--- src/rtl/mips_pkg.sv ---
// Shared definitions for the MIPS-lite core and its program loader:
// opcodes, instruction field layout and loader state encoding.
package mips_pkg;

    localparam int unsigned ADDR_W = 5;
    localparam int unsigned DEPTH  = 2 ** ADDR_W;
    localparam int unsigned CNT_W  = ADDR_W + 1;
    localparam int unsigned BYTE_W = 8;
    localparam int unsigned WORD_W = 32;

    localparam logic [BYTE_W-1:0] OP_NOOP  = 8'h00;
    localparam logic [BYTE_W-1:0] OP_ADD   = 8'h01;
    localparam logic [BYTE_W-1:0] OP_SUB   = 8'h02;
    localparam logic [BYTE_W-1:0] OP_AND   = 8'h03;
    localparam logic [BYTE_W-1:0] OP_OR    = 8'h04;
    localparam logic [BYTE_W-1:0] OP_XOR   = 8'h05;
    localparam logic [BYTE_W-1:0] OP_LOAD  = 8'h06;
    localparam logic [BYTE_W-1:0] OP_STORE = 8'h07;
    localparam logic [BYTE_W-1:0] OP_JMP   = 8'h08;
    localparam logic [BYTE_W-1:0] OP_BEQ   = 8'h09;
    localparam logic [BYTE_W-1:0] OP_PUSH  = 8'h0A;
    localparam logic [BYTE_W-1:0] OP_POP   = 8'h0B;
    localparam logic [BYTE_W-1:0] OP_MAX   = OP_POP;

    // Bit positions of the instruction fields inside a 32-bit word.
    localparam int unsigned OP_LSB   = 24;
    localparam int unsigned DEST_LSB = 16;
    localparam int unsigned SRC1_LSB = 8;
    localparam int unsigned SRC2_LSB = 0;

    typedef struct packed {
        logic [BYTE_W-1:0] opcode;
        logic [BYTE_W-1:0] dest;
        logic [BYTE_W-1:0] src1;
        logic [BYTE_W-1:0] src2;
    } instr_t;

    typedef enum logic [2:0] {
        ST_IDLE,
        ST_HDR,
        ST_DATA,
        ST_CSUM,
        ST_DONE,
        ST_ERR
    } ld_state_e;

    function automatic logic op_legal(input logic [BYTE_W-1:0] op);
        return op <= OP_MAX;
    endfunction

endpackage

--- src/rtl/mips_word_pack.sv ---
// Byte-to-word assembler: shifts payload bytes MSB first, tracks the byte
// index within the word and keeps the running XOR checksum.
module mips_word_pack
    import mips_pkg::*;
(
    input  logic              clk,
    input  logic              rst_n,
    input  logic              clr,
    input  logic              byte_valid,
    input  logic [BYTE_W-1:0] byte_data,
    output logic [1:0]        byte_idx_o,
    output logic [BYTE_W-1:0] csum_o,
    output logic              word_valid_c,
    output instr_t            word_c
);

    logic [3*BYTE_W-1:0] shift_q, shift_d;
    logic [1:0]          idx_q, idx_d;
    logic [BYTE_W-1:0]   csum_q, csum_d;

    always_ff @(posedge clk or negedge rst_n) begin
        if (!rst_n) begin
            shift_q <= '0;
            idx_q   <= '0;
            csum_q  <= '0;
        end else begin
            shift_q <= shift_d;
            idx_q   <= idx_d;
            csum_q  <= csum_d;
        end
    end

    always_comb begin
        shift_d = shift_q;
        idx_d   = idx_q;
        csum_d  = csum_q;
        if (clr) begin
            shift_d = '0;
            idx_d   = '0;
            csum_d  = '0;
        end else if (byte_valid) begin
            shift_d = {shift_q[2*BYTE_W-1:0], byte_data};
            idx_d   = idx_q + 2'd1;
            csum_d  = csum_q ^ byte_data;
        end
    end

    // The fourth byte completes the word in the same cycle it arrives.
    assign word_valid_c = byte_valid && !clr && (idx_q == 2'd3);
    assign word_c       = instr_t'({shift_q, byte_data});
    assign byte_idx_o   = idx_q;
    assign csum_o       = csum_q;

endmodule

--- src/rtl/mips_prog_loader.sv ---
// Program loader: receives a framed byte stream, writes instruction words into
// imem, validates the checksum and only then releases the CPU.
module mips_prog_loader
    import mips_pkg::*;
(
    input  logic              clk,
    input  logic              rst_n,
    input  logic              start,
    input  logic              s_valid,
    input  logic [BYTE_W-1:0] s_data,
    output logic              s_ready,
    output logic              imem_we,
    output logic [ADDR_W-1:0] imem_addr,
    output logic [WORD_W-1:0] imem_wdata,
    output logic              cpu_run,
    output logic              done,
    output logic              err,
    output logic [CNT_W-1:0]  words_loaded
);

    ld_state_e         state_q, state_d;
    logic [CNT_W-1:0]  n_q, n_d;
    logic [CNT_W-1:0]  wl_q, wl_d;
    logic              we_q, we_d;
    logic [ADDR_W-1:0] addr_q, addr_d;
    logic [WORD_W-1:0] wdata_q, wdata_d;
    logic              done_q, done_d;
    logic              err_q, err_d;
    logic              run_q, run_d;

    logic              xfer;
    logic              pack_clr;
    logic              pack_valid;
    logic [1:0]        byte_idx;
    logic [BYTE_W-1:0] csum;
    logic              word_valid;
    instr_t            word;

    assign s_ready    = (state_q == ST_HDR) || (state_q == ST_DATA) || (state_q == ST_CSUM);
    assign xfer       = s_valid && s_ready;
    assign pack_valid = xfer && (state_q == ST_DATA);

    mips_word_pack u_pack (
        .clk          (clk),
        .rst_n        (rst_n),
        .clr          (pack_clr),
        .byte_valid   (pack_valid),
        .byte_data    (s_data),
        .byte_idx_o   (byte_idx),
        .csum_o       (csum),
        .word_valid_c (word_valid),
        .word_c       (word)
    );

    always_ff @(posedge clk or negedge rst_n) begin
        if (!rst_n) begin
            state_q <= ST_IDLE;
            n_q     <= '0;
            wl_q    <= '0;
            we_q    <= 1'b0;
            addr_q  <= '0;
            wdata_q <= '0;
            done_q  <= 1'b0;
            err_q   <= 1'b0;
            run_q   <= 1'b0;
        end else begin
            state_q <= state_d;
            n_q     <= n_d;
            wl_q    <= wl_d;
            we_q    <= we_d;
            addr_q  <= addr_d;
            wdata_q <= wdata_d;
            done_q  <= done_d;
            err_q   <= err_d;
            run_q   <= run_d;
        end
    end

    always_comb begin
        state_d  = state_q;
        n_d      = n_q;
        wl_d     = wl_q;
        we_d     = 1'b0;
        addr_d   = addr_q;
        wdata_d  = wdata_q;
        pack_clr = 1'b0;

        unique case (state_q)
            ST_IDLE, ST_DONE, ST_ERR: begin
                if (start) begin
                    state_d  = ST_HDR;
                    wl_d     = '0;
                    pack_clr = 1'b1;
                end
            end
            ST_HDR: begin
                if (xfer) begin
                    if ((s_data == '0) || (s_data > BYTE_W'(DEPTH))) begin
                        state_d = ST_ERR;
                    end else begin
                        n_d     = CNT_W'(s_data);
                        state_d = ST_DATA;
                    end
                end
            end
            ST_DATA: begin
                if (xfer) begin
                    if ((byte_idx == 2'd0) && !op_legal(s_data)) begin
                        state_d = ST_ERR;
                    end else if (word_valid) begin
                        we_d    = 1'b1;
                        addr_d  = wl_q[ADDR_W-1:0];
                        wdata_d = word;
                        wl_d    = wl_q + CNT_W'(1);
                        if ((wl_q + CNT_W'(1)) == n_q) begin
                            state_d = ST_CSUM;
                        end
                    end
                end
            end
            ST_CSUM: begin
                if (xfer) begin
                    state_d = (s_data == csum) ? ST_DONE : ST_ERR;
                end
            end
            default: state_d = ST_IDLE;
        endcase

        // Status levels follow the state being entered.
        done_d = (state_d == ST_DONE);
        run_d  = (state_d == ST_DONE);
        err_d  = (state_d == ST_ERR);
    end

    assign imem_we      = we_q;
    assign imem_addr    = addr_q;
    assign imem_wdata   = wdata_q;
    assign done         = done_q;
    assign err          = err_q;
    assign cpu_run      = run_q;
    assign words_loaded = wl_q;

endmodule

--- config.mk ---
export PLATFORM = sky130hd
export DESIGN_NAME = mips_prog_loader
export DESIGN_NICKNAME = d
export VERILOG_FILES = /design/src/rtl/mips_pkg.sv /design/src/rtl/mips_word_pack.sv /design/src/rtl/mips_prog_loader.sv
export SDC_FILE = /design/constraint.sdc
export NUM_CORES = 1
export LEC_CHECK = 0
export BUFFER_PORTS_ARGS = -buffer_cell sky130_fd_sc_hd__buf_2
export CAP_MARGIN = 40
export CORE_MARGIN = 1.5
export CORE_UTILIZATION = 45
export DETAILED_ROUTE_END_ITERATION = 10
export HOLD_SLACK_MARGIN = 0.1
export PLACE_DENSITY_LB_ADDON = 0.05
export SLEW_MARGIN = 20
export SYNTH_ARGS = -nofsm -noshare
export SYNTH_HDL_FRONTEND = slang
export SYNTH_HIERARCHICAL = 1
export SYNTH_SLANG_ARGS = --single-unit
--- constraint.sdc ---
create_clock -name clk -period 2.5 [get_ports clk]
set_clock_uncertainty 0.2 [all_clocks]
set_input_delay 0.25 -clock clk [delete_from_list [all_inputs] [get_ports clk]]
set_output_delay 0.25 -clock clk [all_outputs]
set_load 0.01 [all_outputs]
Word level (Yosys, flattened, before mapping)
Index checks and enable logic that the tools add are counted.

storage, ports and cells
  flip-flop bits (word level) = 89
  bits in latches = 0
  bits in writable memories = 0
  bits in read-only memories = 0
  output and inout port bits = 48
  logic and storage cells = 78
  memories = 0

operators by class
  add/subtract/negate cells = 2
  multipliers = 0
  divide/modulo/power cells = 0
  order comparisons = 2
  eq/ne operators = 14
  shift operators = 0
  muxes and demuxes = 27
  bitwise gates (word level) = 3
  reductions and logical operators = 19

operators with widths
  cell                 number
  $mux 24              2
  $mux 3               8
  $mux 6               4
  $mux 8               2
  $eq 3x3->1 const B   4
  $pmux 3 s4           1
  $pmux 6 s2           1
  $eq 8x8->1           1
  $gt 8x6->1 const B   1
  $le 8x4->1 const B   1
  $logic_not 8->1      1
  $xor 8x8->8          1
  $mux 1               7
  $add 6x1->6 const B  1
  $eq 3x2->1 const B   2
  $eq 6x6->1           1
  $ne 2x2->1 const B   3
  $logic_and 1x1->1    5
  $reduce_and 5->1     1
  $mux 2               2
  $reduce_and 4->1     1
  $reduce_bool 2->1    2
  $eq 3x1->1 const B   1
  $logic_not 3->1      1
  other kinds (9)      13

Depth between registers and ports, before layout
Gate-level depths: netlist of the first run.

  depth after elaboration = 12
  gate-level depth with buffers = 11
  depth with buffers taken out = 9

Cells and area by module
Netlist of the first run, hierarchy kept.

modules (own cells, without submodules)
  module            times used  cells each  area each (µm²)  seq. area each (µm²)
  mips_prog_loader  1           267         2486.1           1376.3
  mips_word_pack    1           130         1560.2           850.8

Worst setup path after synthesis of the first run
No wires, ideal clock.

  path kind = register -> register
  from = register state_q[1]
  to = register err_q, in the netlist err
  library setup time = 0.073 ns
  data arrival time = 2.228 ns
  data required time = 2.227 ns
  slack = -0.001 ns
  cell stages (with the launch flop) = 11
  path buffers = 2
  cell sequence = dfrtp_1 > nor3b_2 > and2_1 > buf_6 > buf_4 > nand2_1 > nor2_1 > nand4_1 > or4_1 > o221ai_2 > nor2b_1

between the ends
  cells in the longest elaborated chain, start to end = 12

RTL lines
  element                                          RTL line                                        RTL
  from (decl)                                      mips_prog_loader.sv:21                          ld_state_e state_q, state_d;
  from (signal assigned)                           mips_prog_loader.sv:67                          state_q <= state_d;
  $eq 3x1->1 / $eq 3x2->1 (equally long branches)  mips_prog_loader.sv:39, mips_prog_loader.sv:41
  $logic_or 1x1->1 (2 in series)                   mips_prog_loader.sv:39                          assign s_ready = (state_q == ST_HDR) || (state_q == ST_DATA) || (state_q == ST_CSUM);
  $logic_and 1x1->1                                mips_prog_loader.sv:40                          assign xfer = s_valid && s_ready;
  $logic_and 1x1->1 *                              mips_prog_loader.sv:41                          assign pack_valid = xfer && (state_q == ST_DATA);
  via pack_valid                                   mips_prog_loader.sv:33                          logic pack_valid;
  $logic_and 1x1->1 * (2 in series)                mips_word_pack.sv:49                            assign word_valid_c = byte_valid && !clr && (idx_q == 2'd3);
  via word_valid                                   mips_prog_loader.sv:36                          logic word_valid;
  $mux 3 *                                         mips_prog_loader.sv:110                         end else if (word_valid) begin
  $mux 3 *                                         mips_prog_loader.sv:108                         if ((byte_idx == 2'd0) && !op_legal(s_data)) begin
  $mux 3 *                                         mips_prog_loader.sv:107                         if (xfer) begin
  $pmux 3 s4 *                                     mips_prog_loader.sv:88                          unique case (state_q)
  via state_d[0]                                   mips_prog_loader.sv:21
  $eq 3x3->1 *                                     mips_prog_loader.sv:132                         err_d = (state_d == ST_ERR);
  via err_d                                        mips_prog_loader.sv:28                          logic err_q, err_d;
  to (signal assigned)                             mips_prog_loader.sv:74                          err_q <= err_d;
  to (decl)                                        mips_prog_loader.sv:28

Mark *: on every way through the listed nets, which the timed path passes. The rest lies on a longest branch.
A chain may end at the register's enable or synchronous reset.

Final worst setup path of the first run
  from = input port s_data[1]
  to = register n_q[1]

between the ends
  cells in the longest elaborated chain, start to end = 4

RTL lines
  element                                               RTL line                RTL
  from (decl)                                           mips_prog_loader.sv:10  input logic [BYTE_W-1:0] s_data,
  $gt 8x6->1 / $logic_not 8->1 (equally long branches)  mips_prog_loader.sv:98  if ((s_data == '0) || (s_data > BYTE_W'(DEPTH))) begin
  $logic_or 1x1->1                                      mips_prog_loader.sv:98
  $not 1->1 (no source line)                            --
  $reduce_and 3->1 (no source line)                     --
  to (signal assigned)                                  mips_prog_loader.sv:68  n_q <= n_d;
  to (decl)                                             mips_prog_loader.sv:22  logic [CNT_W-1:0] n_q, n_d;

Parallel ways exist; a longest one is shown, timed or not.

==> impl_metrics.tcl, run 1 <==
set metrics [dict create \
    gp_congestion 0.8146 \
    grt_pass1_wl_um 14910 \
    grtUsageTotal_pct 19.48 \
    slew_viol_final 0 \
    path_delay_family "simple AND/OR/NAND/NOR gates" \
    drt-total-wl_um 8800 \
    synth.area.top_cells "dfrtp_1 55%, nand2_1 11%, mux2i_1 6.7%, nor2_1 3.2%, xor2_1 2.4%" \
    clk_latency_ns 0.34 \
    grt_max_degree 43 \
    criticalPathCategory "in -> reg" \
    drt-initial-drc-count 150 \
    grt_overflow 0 \
    synth_warnings 6 \
    synth_edf_count 0 \
    hold_class "in -> reg" \
    yosys.area.top_type_share_pct 55.04 \
    synth-seq-cells 89 \
    worst_slew_pin_slew_ns 0.5467 \
    grtUsageMet1_pct 31.09 \
    grt_use_met3_pct 3.150 \
    antenna_found_initial 0 \
    via_per_inst 5.092 \
    place_area_um2 4407 \
    arrival_ns 2.50 \
    cp-end-kind "flip-flop" \
    chipHeight_um 97.83 \
    cts.clk_slew.worst_paths_ns 0.09 \
    maxCapViolations 0 \
    antenna_cells 0 \
    max_stage_delay_ns 0.53 \
    clockRootBuffer "clkbuf_8" \
    pwr-share-seq_pct 49.3 \
    crit_fanout 6 \
    final_nets 476 \
    final_area_um2 4810 \
    clk_path_buf_depth 2 \
    avgRoutedWirePerCell_um 15.30 \
    synth_cell_types 46 \
    clock_sinks 89 \
    relSlewSlack_pct 63.55 \
    p_per_area_nw_per_um2 682.6 \
    ioPinCount 60 \
    synth_nets 411 \
    placedCellCount 546 \
    synthTopCellsByCount "120 x nand2_1, 89 x dfrtp_1, 34 x nor2_1, 27 x mux2i_1" \
    netSwitchingFraction_pct 27.35 \
    cpMaxStageDelayCell "dlygate4sd3_1" \
    yosysTopAreaCell "dfrtp_1" \
    io_buffers 59 \
    vias 2928 \
    synth_cells 397 \
    netSwitchingPower_mw 0.8979 \
    p_leak_nw 2.509 \
    die_w_um 97.83 \
    initial_core_util_pct 46.40 \
    cp-start-kind "input pin" \
    instances_no_fill 575 \
    netlist_area_um2 4046 \
    cp.required_ns 2.53 \
    fin_crit_ns 2.471 \
    hold_viol 0 \
    drive_above_1_share_pct 23.98 \
    setup_viol 0 \
    dp_hpwl_um 5724 \
    grt_pass1_vias 2873 \
    vdd_drop_max_uv 496.2 \
    utilization_pct 55.15 \
    status "complete, no violations" \
    crit_chain "dlygate4sd3_1 > buf_2 > or4_1 > o21ai_2 > nand4b_4 > nor3_4 > buf_12 > mux2_2" \
    p_clk_share_pct 34.9 \
    p_int_mw 2.385 \
    async_flop_share_pct 100.0 \
    drc 0 \
    dieArea_um2 9570 \
    p_total_mw 3.283 \
    area_growth_pct 18.86 \
    rows 34 \
    grt_use_met2_pct 27.00 \
    synth_ff_type "dfrtp_1" \
    timing.fmax_mhz 404.7 \
    cp.buffers_inverters 3 \
    fin_crit_sh_pct 98.85 \
    numCtsBuffers 9 \
    grt.busiest_layer "met1" \
    drtPass1Iterations 4 \
    ctsHtreeMaxLevel 3 \
    fill_cells 812 \
    fp.coreArea_um2 8721 \
    combPwrFrac_pct 15.8 \
    synth_most_common_cell "nand2_1" \
    syn_avg_cell_area_um2 10.19 \
    synth_seq_area_share_pct 55.04 \
    postRouteAntennaNets 0 \
    cts_tree "built" \
]
## placed cells by master, fill, tap and decap left out, drive strengths merged, types with 2 or more instances in the layout
master / n
nand2: 120
dfrtp: 89
buf: 70
nor2: 34
mux2i: 27
dlygate4sd3: 12
a21oi: 12
xor2: 11
clkbuf: 11
nand3b: 8
o21ai: 8
a21bo: 8
xnor2: 7
mux2: 6
inv: 4
nor2b: 3
nand4: 3
nor3: 3
or4: 2
a31oi: 2
nand3: 2
ha: 2
clkinv: 2
bufinv: 2
or3: 2
o221ai: 2
## per-layer routing
layer,part of all wire (%),vias up
li1,-,1440
met1,52,1430
met2,44,54
met3,3.4,4
met4,0.69,0
met5,0,-
## cells by family (layout without fill, tap and decap cells)
family	count (synthesis)	in the layout	synth area share, %
AOI/OAI and AO/OA	41	41	7.699
and+or+nand+nor	183	183	19.60
xor gates and xnor gates	18	18	3.896
adders and majority gates	2	2	0.6183
muxes	33	33	8.349
buffers and inverters	31	101	4.793
DFF	89	89	55.04
## stage by stage
| step | hold slack, ns | setup TNS, ns | setup WS (ns) |
|---|---|---|---|
| finish | 0.1217 | 0 | 0.02875 |
| global route | 0.1312 | -0.04201 | -0.01161 |
| CTS | 0.1069 | 0 | 0.03918 |
| detailed placement | 0.07974 | 0 | 0.1479 |
| global placement | 0.07288 | 0 | 0.1939 |
| floorplan | -0.2456 | 0 | 0.01855 |
## power groups by stage
stage               Sequential [mW]  Combinational (mW)  Clock [mW]
global route                   1.64               0.572        1.24
floorplan                      1.63               0.347           0
global placement               1.64               0.487           0
finish                         1.62               0.518        1.15
detailed placement             1.64               0.491           0
CTS                            1.61               0.509        1.17
## what timing repair did
item | in CTS | in global routing
gates resized for setup | 0 | 7
buffers inserted | 0 | 1
endpoints found under the hold margin | 61 | 0
hold buffers | 12 | 0
endpoints found under the setup margin | 0 | 8
## worst paths after layout
check                                      startpoint                    endpoint  slack [ns]  depth (start not counted)
min reg2reg                imem_wdata[26]$_DFFE_PN0P_  imem_wdata[26]$_DFFE_PN0P_        0.27                          2
max                                         s_data[1]          n_q[1]$_DFFE_PN0P_        0.03                          8
max in group asynchronous                       rst_n        state_q[2]$_DFF_PN0_        1.23                          3
min                                         s_data[2]   imem_wdata[2]$_DFFE_PN0P_        0.12                          4
max reg2reg                      state_q[0]$_DFF_PN0_               err$_DFF_PN0_        0.16                          8
min in group asynchronous                       rst_n  imem_wdata[29]$_DFFE_PN0P_        0.22                          2
## flip-flops by register name, indices dropped and copies added, names as in the netlist
name and count:
cpu_run 1, words_loaded 6, imem_wdata 32, imem_addr 5
u_pack/shift_q 24, n_q 6, imem_we 1, state_q 3
err 1, u_pack/byte_idx_o 2, u_pack/csum_o 8
## cell type report
type / count / area, um2 / share of cell area [%]
flip-flops and latches: 89 / 2230 / 46.36
inverters: 3 / 11.26 / 0.2341
repair buffers: 82 / 541.8 / 11.26
clock inverters: 5 / 86.33 / 1.795
clock buffers: 11 / 151.4 / 3.148
multi-input cells: 277 / 1654 / 34.39
well taps: 108 / 135.1 / 2.810
## tightest hold or removal path, delay by kind of cell
family,cells,cell delay [ns]
buffers and inverters,2,0.25
AND/OR/NAND/NOR,2,0.13
Power figures use the tool's default switching activity.
==> run 2, diff against run 1 <==
ABC_AREA = 1   (was unset)
==> impl_metrics.tcl, run 2 <==
set metrics [dict create \
    status "complete, no violations" \
    io_buffers 59 \
    relSlewSlack_pct 64.74 \
    area_growth_pct 15.89 \
    async_flop_share_pct 100.0 \
    hold_viol 0 \
    cpMaxStageDelayCell "dfrtp_1" \
    grtUsageTotal_pct 19.73 \
    synth_warnings 6 \
    cp_num_cells 12 \
    die_w_um 98.30 \
    synth_mux_area_share_pct 0 \
    fin_crit_ns 2.175 \
    synth.area.top_cells "dfrtp_1 55%, nand2_1 17%, nand3_1 5.1%, inv_1 3.2%, o21ai_0 2.7%" \
    rsz0062_at_grt "no" \
    rows 34 \
    chipHeight_um 98.30 \
    synth_seq_area_share_pct 54.50 \
    postRouteAntennaNets 0 \
    max_stage_delay_ns 0.41 \
    cp.buffers_inverters 3 \
    cp-end-kind "flip-flop" \
    via_per_inst 4.860 \
    clk_latency_ns 0.35 \
    fin_crit_sh_pct 87.01 \
    largest_reg_flops 32 \
    grt_pass1_vias 3167 \
    drt-initial-drc-count 125 \
    synth_ff_type "dfrtp_1" \
    cp.required_ns 2.60 \
    yosys.area.top_type_share_pct 54.50 \
    antenna_found_initial 0 \
    vdd_drop_max_uv 344.9 \
    synth_xor_area_share_pct 1.286 \
    synth_edf_count 0 \
    initial_core_util_pct 46.63 \
    synthTopCellsByCount "188 x nand2_1, 89 x dfrtp_1, 42 x nand3_1, 35 x inv_1, 23 x nor2_1" \
    grt_pass1_wl_um 15280 \
    p_per_area_nw_per_um2 702.8 \
    syn_avg_cell_area_um2 8.408 \
    drtPass1Iterations 4 \
    worst_slew_pin_slew_ns 0.5288 \
    crit_fanout 37 \
    clock_sinks 89 \
    synthAdderAreaFrac_pct 0.6124 \
    cts_tree "built" \
    p_total_mw 3.328 \
    path_delay_family "simple AND/OR/NAND/NOR gates" \
    clk_path_buf_depth 2 \
    setup-tns-final_ns 0 \
    antenna_cells 0 \
    yosysTopAreaCell "dfrtp_1" \
    synth_cell_types 31 \
    ff2ff_path_depth 12 \
    synthSimpleGateAreaFrac_pct 29.06 \
    cp-start-kind "flip-flop" \
    setup_viol 0 \
    grt_overflow 0 \
    synth_most_common_cell "nand2_1" \
    slew_viol_final 0 \
    synth_compound_area_share_pct 6.185 \
    ctsHtreeMaxLevel 3 \
    whs_ns 0.2021 \
    p_leak_nw 2.591 \
    dp_hpwl_um 6093 \
    path_common_cell "nand2_1" \
    drc 0 \
    vias 3222 \
    place_area_um2 4389 \
    final_common_cell "nand2_1" \
    avgRoutedWirePerCell_um 13.54 \
    drive_above_1_share_pct 19.10 \
    maxCapViolations 0 \
    clockRootBuffer "clkbuf_8" \
    arrival_ns 2.27 \
    grt_max_degree 45 \
    cts.clk_slew.worst_paths_ns 0.10 \
    ioPinCount 60 \
    final_nets 564 \
    drt-total-wl_um 8976 \
    synth_top_family_by_area "simple AND/OR/NAND/NOR gates" \
    synth-seq-cells 89 \
    fp.coreArea_um2 8763 \
    timing.fmax_mhz 459.7 \
    hold_class "in -> async" \
    crit_chain "inv_1 > nand2_2 > nand2_1 > nor2_1 > inv_2 > nand2_2 > nor2_1 > nand2_1 > nor2_2 > buf_6 > nand3_1 > nand2_1" \
    criticalPathCategory "reg -> reg" \
    final_area_um2 4736 \
    gp_congestion 0.8412 \
    synth_nets 500 \
    dieArea_um2 9662 \
    most-common-layout-cells "188 x nand2_1, 89 x dfrtp_1, 59 x buf_2" \
    synth_cells 486 \
    numCtsBuffers 9 \
    netlist_area_um2 4086 \
]
run 2: changes by cell type after synthesis, moves of 9 or more:
cell,before,now
inv_1,3,35
nand3_1,2,42
mux2i_1,27,0
o21ai_0,7,22
nor2_1,34,23
nand2_1,120,188
o21ai_1,1,10
run 2: power by group:
group | internal, mW | switching, mW | total (mW)
clock | 0.580 | 0.542 | 1.12
sequential | 1.52 | 0.0636 | 1.59
combinational | 0.208 | 0.412 | 0.620
total | 2.31 | 1.02 | 3.33
run 2: timing repair:
action | 4_1_cts | 5_1_grt
endpoints found under the hold margin | 101 | 0
endpoints found under the setup margin | 0 | 41
setup buffers | 0 | 0
gates resized for setup | 0 | 3
hold buffers | 11 | 0
run 2: worst paths after layout:
path | startpoint | endpoint | slack, ns
worst max register to register | state_q[2]$_DFF_PN0_ | words_loaded[4]$_DFFE_PN0P_ | 0.32
min in group clk | imem_wdata[17]$_DFFE_PN0P_ | imem_wdata[17]$_DFFE_PN0P_ | 0.27
worst min register to register | imem_wdata[17]$_DFFE_PN0P_ | imem_wdata[17]$_DFFE_PN0P_ | 0.27
max in group asynchronous | rst_n | imem_wdata[1]$_DFFE_PN0P_ | 1.24
worst min-delay path | rst_n | imem_wdata[26]$_DFFE_PN0P_ | 0.20
worst max-delay path | state_q[2]$_DFF_PN0_ | words_loaded[4]$_DFFE_PN0P_ | 0.32
run 2: logic make-up after synthesis:
logic type,count (synthesis)
and+or+nand+nor,278
DFF,89
adders and majority gates,2
buffers and inverters,64
AOI/OAI and AO/OA,47
xor gates and xnor gates,6
run 2: through the flow:
stage          util [%]  worst slack (ns)  cells
2_1_floorplan         -            0.3890    486
3_3_place_gp      50.09            0.2263    635
3_5_place_dp      50.09            0.1454    635
4_1_cts           53.91            0.1417    662
5_1_grt           54.04            0.1084    663
6_report          54.04            0.3247    663
run 2: worst reg2reg max path, cell delays in order (launching register included):
cell     delay, ns
dfrtp_1       0.41
inv_1         0.12
nand2_2       0.09
nand2_1       0.14
nor2_1        0.11
inv_2         0.07
nand2_2       0.05
nor2_1        0.12
nand2_1       0.10
nor2_2        0.20
buf_6         0.31
nand3_1       0.14
nand2_1       0.08
run 2: metal layers:
metal | routed length (um) | global-route usage, % | up-vias
met1 | 4460 | 28.13 | 1499
li1 | - | - | 1652
met4 | 119 | 6.826 | 0
met5 | 0 | 0 | -
met3 | 345 | 3.794 | 12
met2 | 4050 | 30.24 | 59
run 2: cell type report:
class / count / area (um2)
Multi-Input combinational cell: 333 / 1518
Inverter: 39 / 148.9
Clock buffer: 10 / 127.6
Fill cell: 848 / 4028
Sequential cell: 89 / 2227
Tap cell: 108 / 135.1
Timing Repair Buffer: 78 / 481.7
Clock inverter: 6 / 97.59
==> run 3, diff against run 2 <==
CORE_ASPECT_RATIO = 2   (was unset)
CTS_CLUSTER_DIAMETER = 30   (was unset)
==> impl_metrics.tcl, run 3 (same netlist as run 2, synthesis figures left out) <==
set metrics [dict create \
    cp_num_cells 12 \
    cts_tree "built" \
    status "complete, no violations" \
    avgRoutedWirePerCell_um 14.93 \
    cp.buffers_inverters 3 \
    clockRootBuffer "clkbuf_16" \
    p_total_mw 3.613 \
    crit_chain "inv_1 > nand2_2 > nand2_1 > nor2_1 > inv_2 > nand2_2 > nor2_1 > nand2_1 > nor2_2 > buf_4 > nand3_1 > nand2_1" \
    clk_path_buf_depth 2 \
    postCtsSetupBuffers 0 \
    final_nets 564 \
    netSwitchingPower_mw 1.051 \
    fin_crit_sh_pct 91.68 \
    combPwrFrac_pct 17.5 \
    drive_above_1_share_pct 19.10 \
    timing.fmax_mhz 436.3 \
    initial_core_util_pct 45.97 \
    antenna_found_initial 0 \
    criticalPathCategory "reg -> reg" \
    drc 0 \
    grt_pass1_vias 3165 \
    setup_viol 0 \
    hold_viol 0 \
    die_w_um 70.38 \
    antenna_cells 0 \
    fp.coreArea_um2 8890 \
    cts.clk_slew.worst_paths_ns 0.06 \
    reg2reg_to "words_loaded[5]$_DFFE_PN0P_" \
    vias 3318 \
    most-common-layout-cells "188 x nand2_1, 89 x dfrtp_1, 59 x buf_2" \
    whs_ns 0.1485 \
    maxCapViolations 0 \
    path_common_cell "nand2_1" \
    drtPass1Iterations 4 \
    via_per_inst 5.050 \
    hold_class "in -> async" \
    rows 49 \
    cpMaxStageDelayCell "dfrtp_1" \
    ctsHtreeMaxLevel 3 \
    gp_congestion 0.8126 \
    dieArea_um2 9696 \
    io_buffers 59 \
    cp-start-kind "flip-flop" \
    p_per_area_nw_per_um2 751.7 \
    dpl_worst_slack_ns 0.09811 \
    area_growth_pct 17.64 \
    grt_pass1_wl_um 15590 \
    p_int_mw 2.562 \
    arrival_ns 2.38 \
    p_clk_share_pct 38.5 \
    fin_ws_ns 0.2081 \
    clk_latency_ns 0.35 \
    drt-total-wl_um 9808 \
    timing.rr.start "state_q[2]$_DFF_PN0_" \
    netSwitchingFraction_pct 29.09 \
    fin_crit_ns 2.292 \
    worst_slew_pin_slew_ns 0.4603 \
    pwr-share-seq_pct 44.0 \
    grt_max_degree 66 \
    slew_viol_final 0 \
    numCtsBuffers 9 \
    cp-end-kind "flip-flop" \
    drt-initial-drc-count 159 \
    cp.required_ns 2.58 \
    largest_reg_flops 32 \
    fill_cells 849 \
    relSlewSlack_pct 69.24 \
    max_stage_delay_ns 0.41 \
    postRouteAntennaNets 0 \
    chipHeight_um 137.8 \
    ff2ff_path_depth 12 \
    reg2reg_slack_ns 0.21 \
    final_common_cell "nand2_1" \
    dp_hpwl_um 6788 \
    grt_overflow 0 \
    crit_fanout 37 \
    clock_sinks 89 \
    grtUsageTotal_pct 21.18 \
    path_delay_family "simple AND/OR/NAND/NOR gates" \
    vdd_drop_max_uv 388.1 \
    ioPinCount 60 \
    p_leak_nw 2.626 \
]
==> run 3: changes by cell type in the layout (fill, tap and decap cells not counted) <==
cell	before	now
clkbuf_16	0	9
bufinv_16	2	1
clkinvlp_4	0	1
inv_6	2	0
buf_4	6	7
buf_6	1	0
inv_8	1	0
clkinv_2	0	1
clkbuf_8	9	2
==> run 3: through the flow <==
step                      util (%)    TNS, ns  std cells  cell area [um2]
after floorplan                  -          0        486             4086
after global placement       49.29          0        629             4382
after detailed placement     49.35          0        630             4387
after CTS                    54.05          0        657             4805
after global routing         54.07  -0.003000        657             4807
final                        54.07          0        657             4807
==> run 3: power by group through the flow <==
stage / clock network, mW / registers [mW] / logic, mW
CTS: 1.43 / 1.59 / 0.642
global placement: 0 / 1.62 / 0.609
floorplan: 0 / 1.61 / 0.442
global route: 1.48 / 1.60 / 0.704
detailed placement: 0 / 1.62 / 0.626
finish: 1.39 / 1.59 / 0.632
==> run 3: worst max-delay path by stage <==
| stage | start | endpoint | slack, ns |
|---|---|---|---|
| final | state_q[2]$_DFF_PN0_ | words_loaded[5]$_DFFE_PN0P_ | 0.21 |
| after global placement | state_q[2]$_DFF_PN0_ | words_loaded[0]$_DFFE_PN0P_ | 0.25 |
| after floorplan | state_q[0]$_DFF_PN0_ | words_loaded[0]$_DFFE_PN0P_ | 0.39 |
| after global routing | state_q[2]$_DFF_PN0_ | words_loaded[4]$_DFFE_PN0P_ | -0.003 |
| after detailed placement | state_q[2]$_DFF_PN0_ | words_loaded[0]$_DFFE_PN0P_ | 0.1 |
| after CTS | state_q[2]$_DFF_PN0_ | words_loaded[0]$_DFFE_PN0P_ | 0.08 |
==> run 3: what timing repair did <==
item / 4_1_cts / 5_1_grt
resized for setup: 0 / 2
hold buffers: 11 / 0
setup endpoints to repair: 0 / 32
hold endpoints to repair: 115 / 0
==> run 3: final cells by class <==
class / instances / area (um2) / share of cell area [%]
inverters: 39 / 148.9 / 3.097
clock buffers: 12 / 256.5 / 5.336
flip-flops and latches: 89 / 2227 / 46.33
repair buffers: 78 / 478.0 / 9.943
clock inverters: 4 / 51.30 / 1.067
well taps: 102 / 127.6 / 2.655
multi-input cells: 333 / 1518 / 31.57
==> run 3: metal layers <==
metal / track usage, % / part of all wire [%]
met3: 3.511 / 2.9
met4: 9.402 / 2.0
met5: 0 / 0
met2: 38.63 / 56
met1: 23.87 / 39
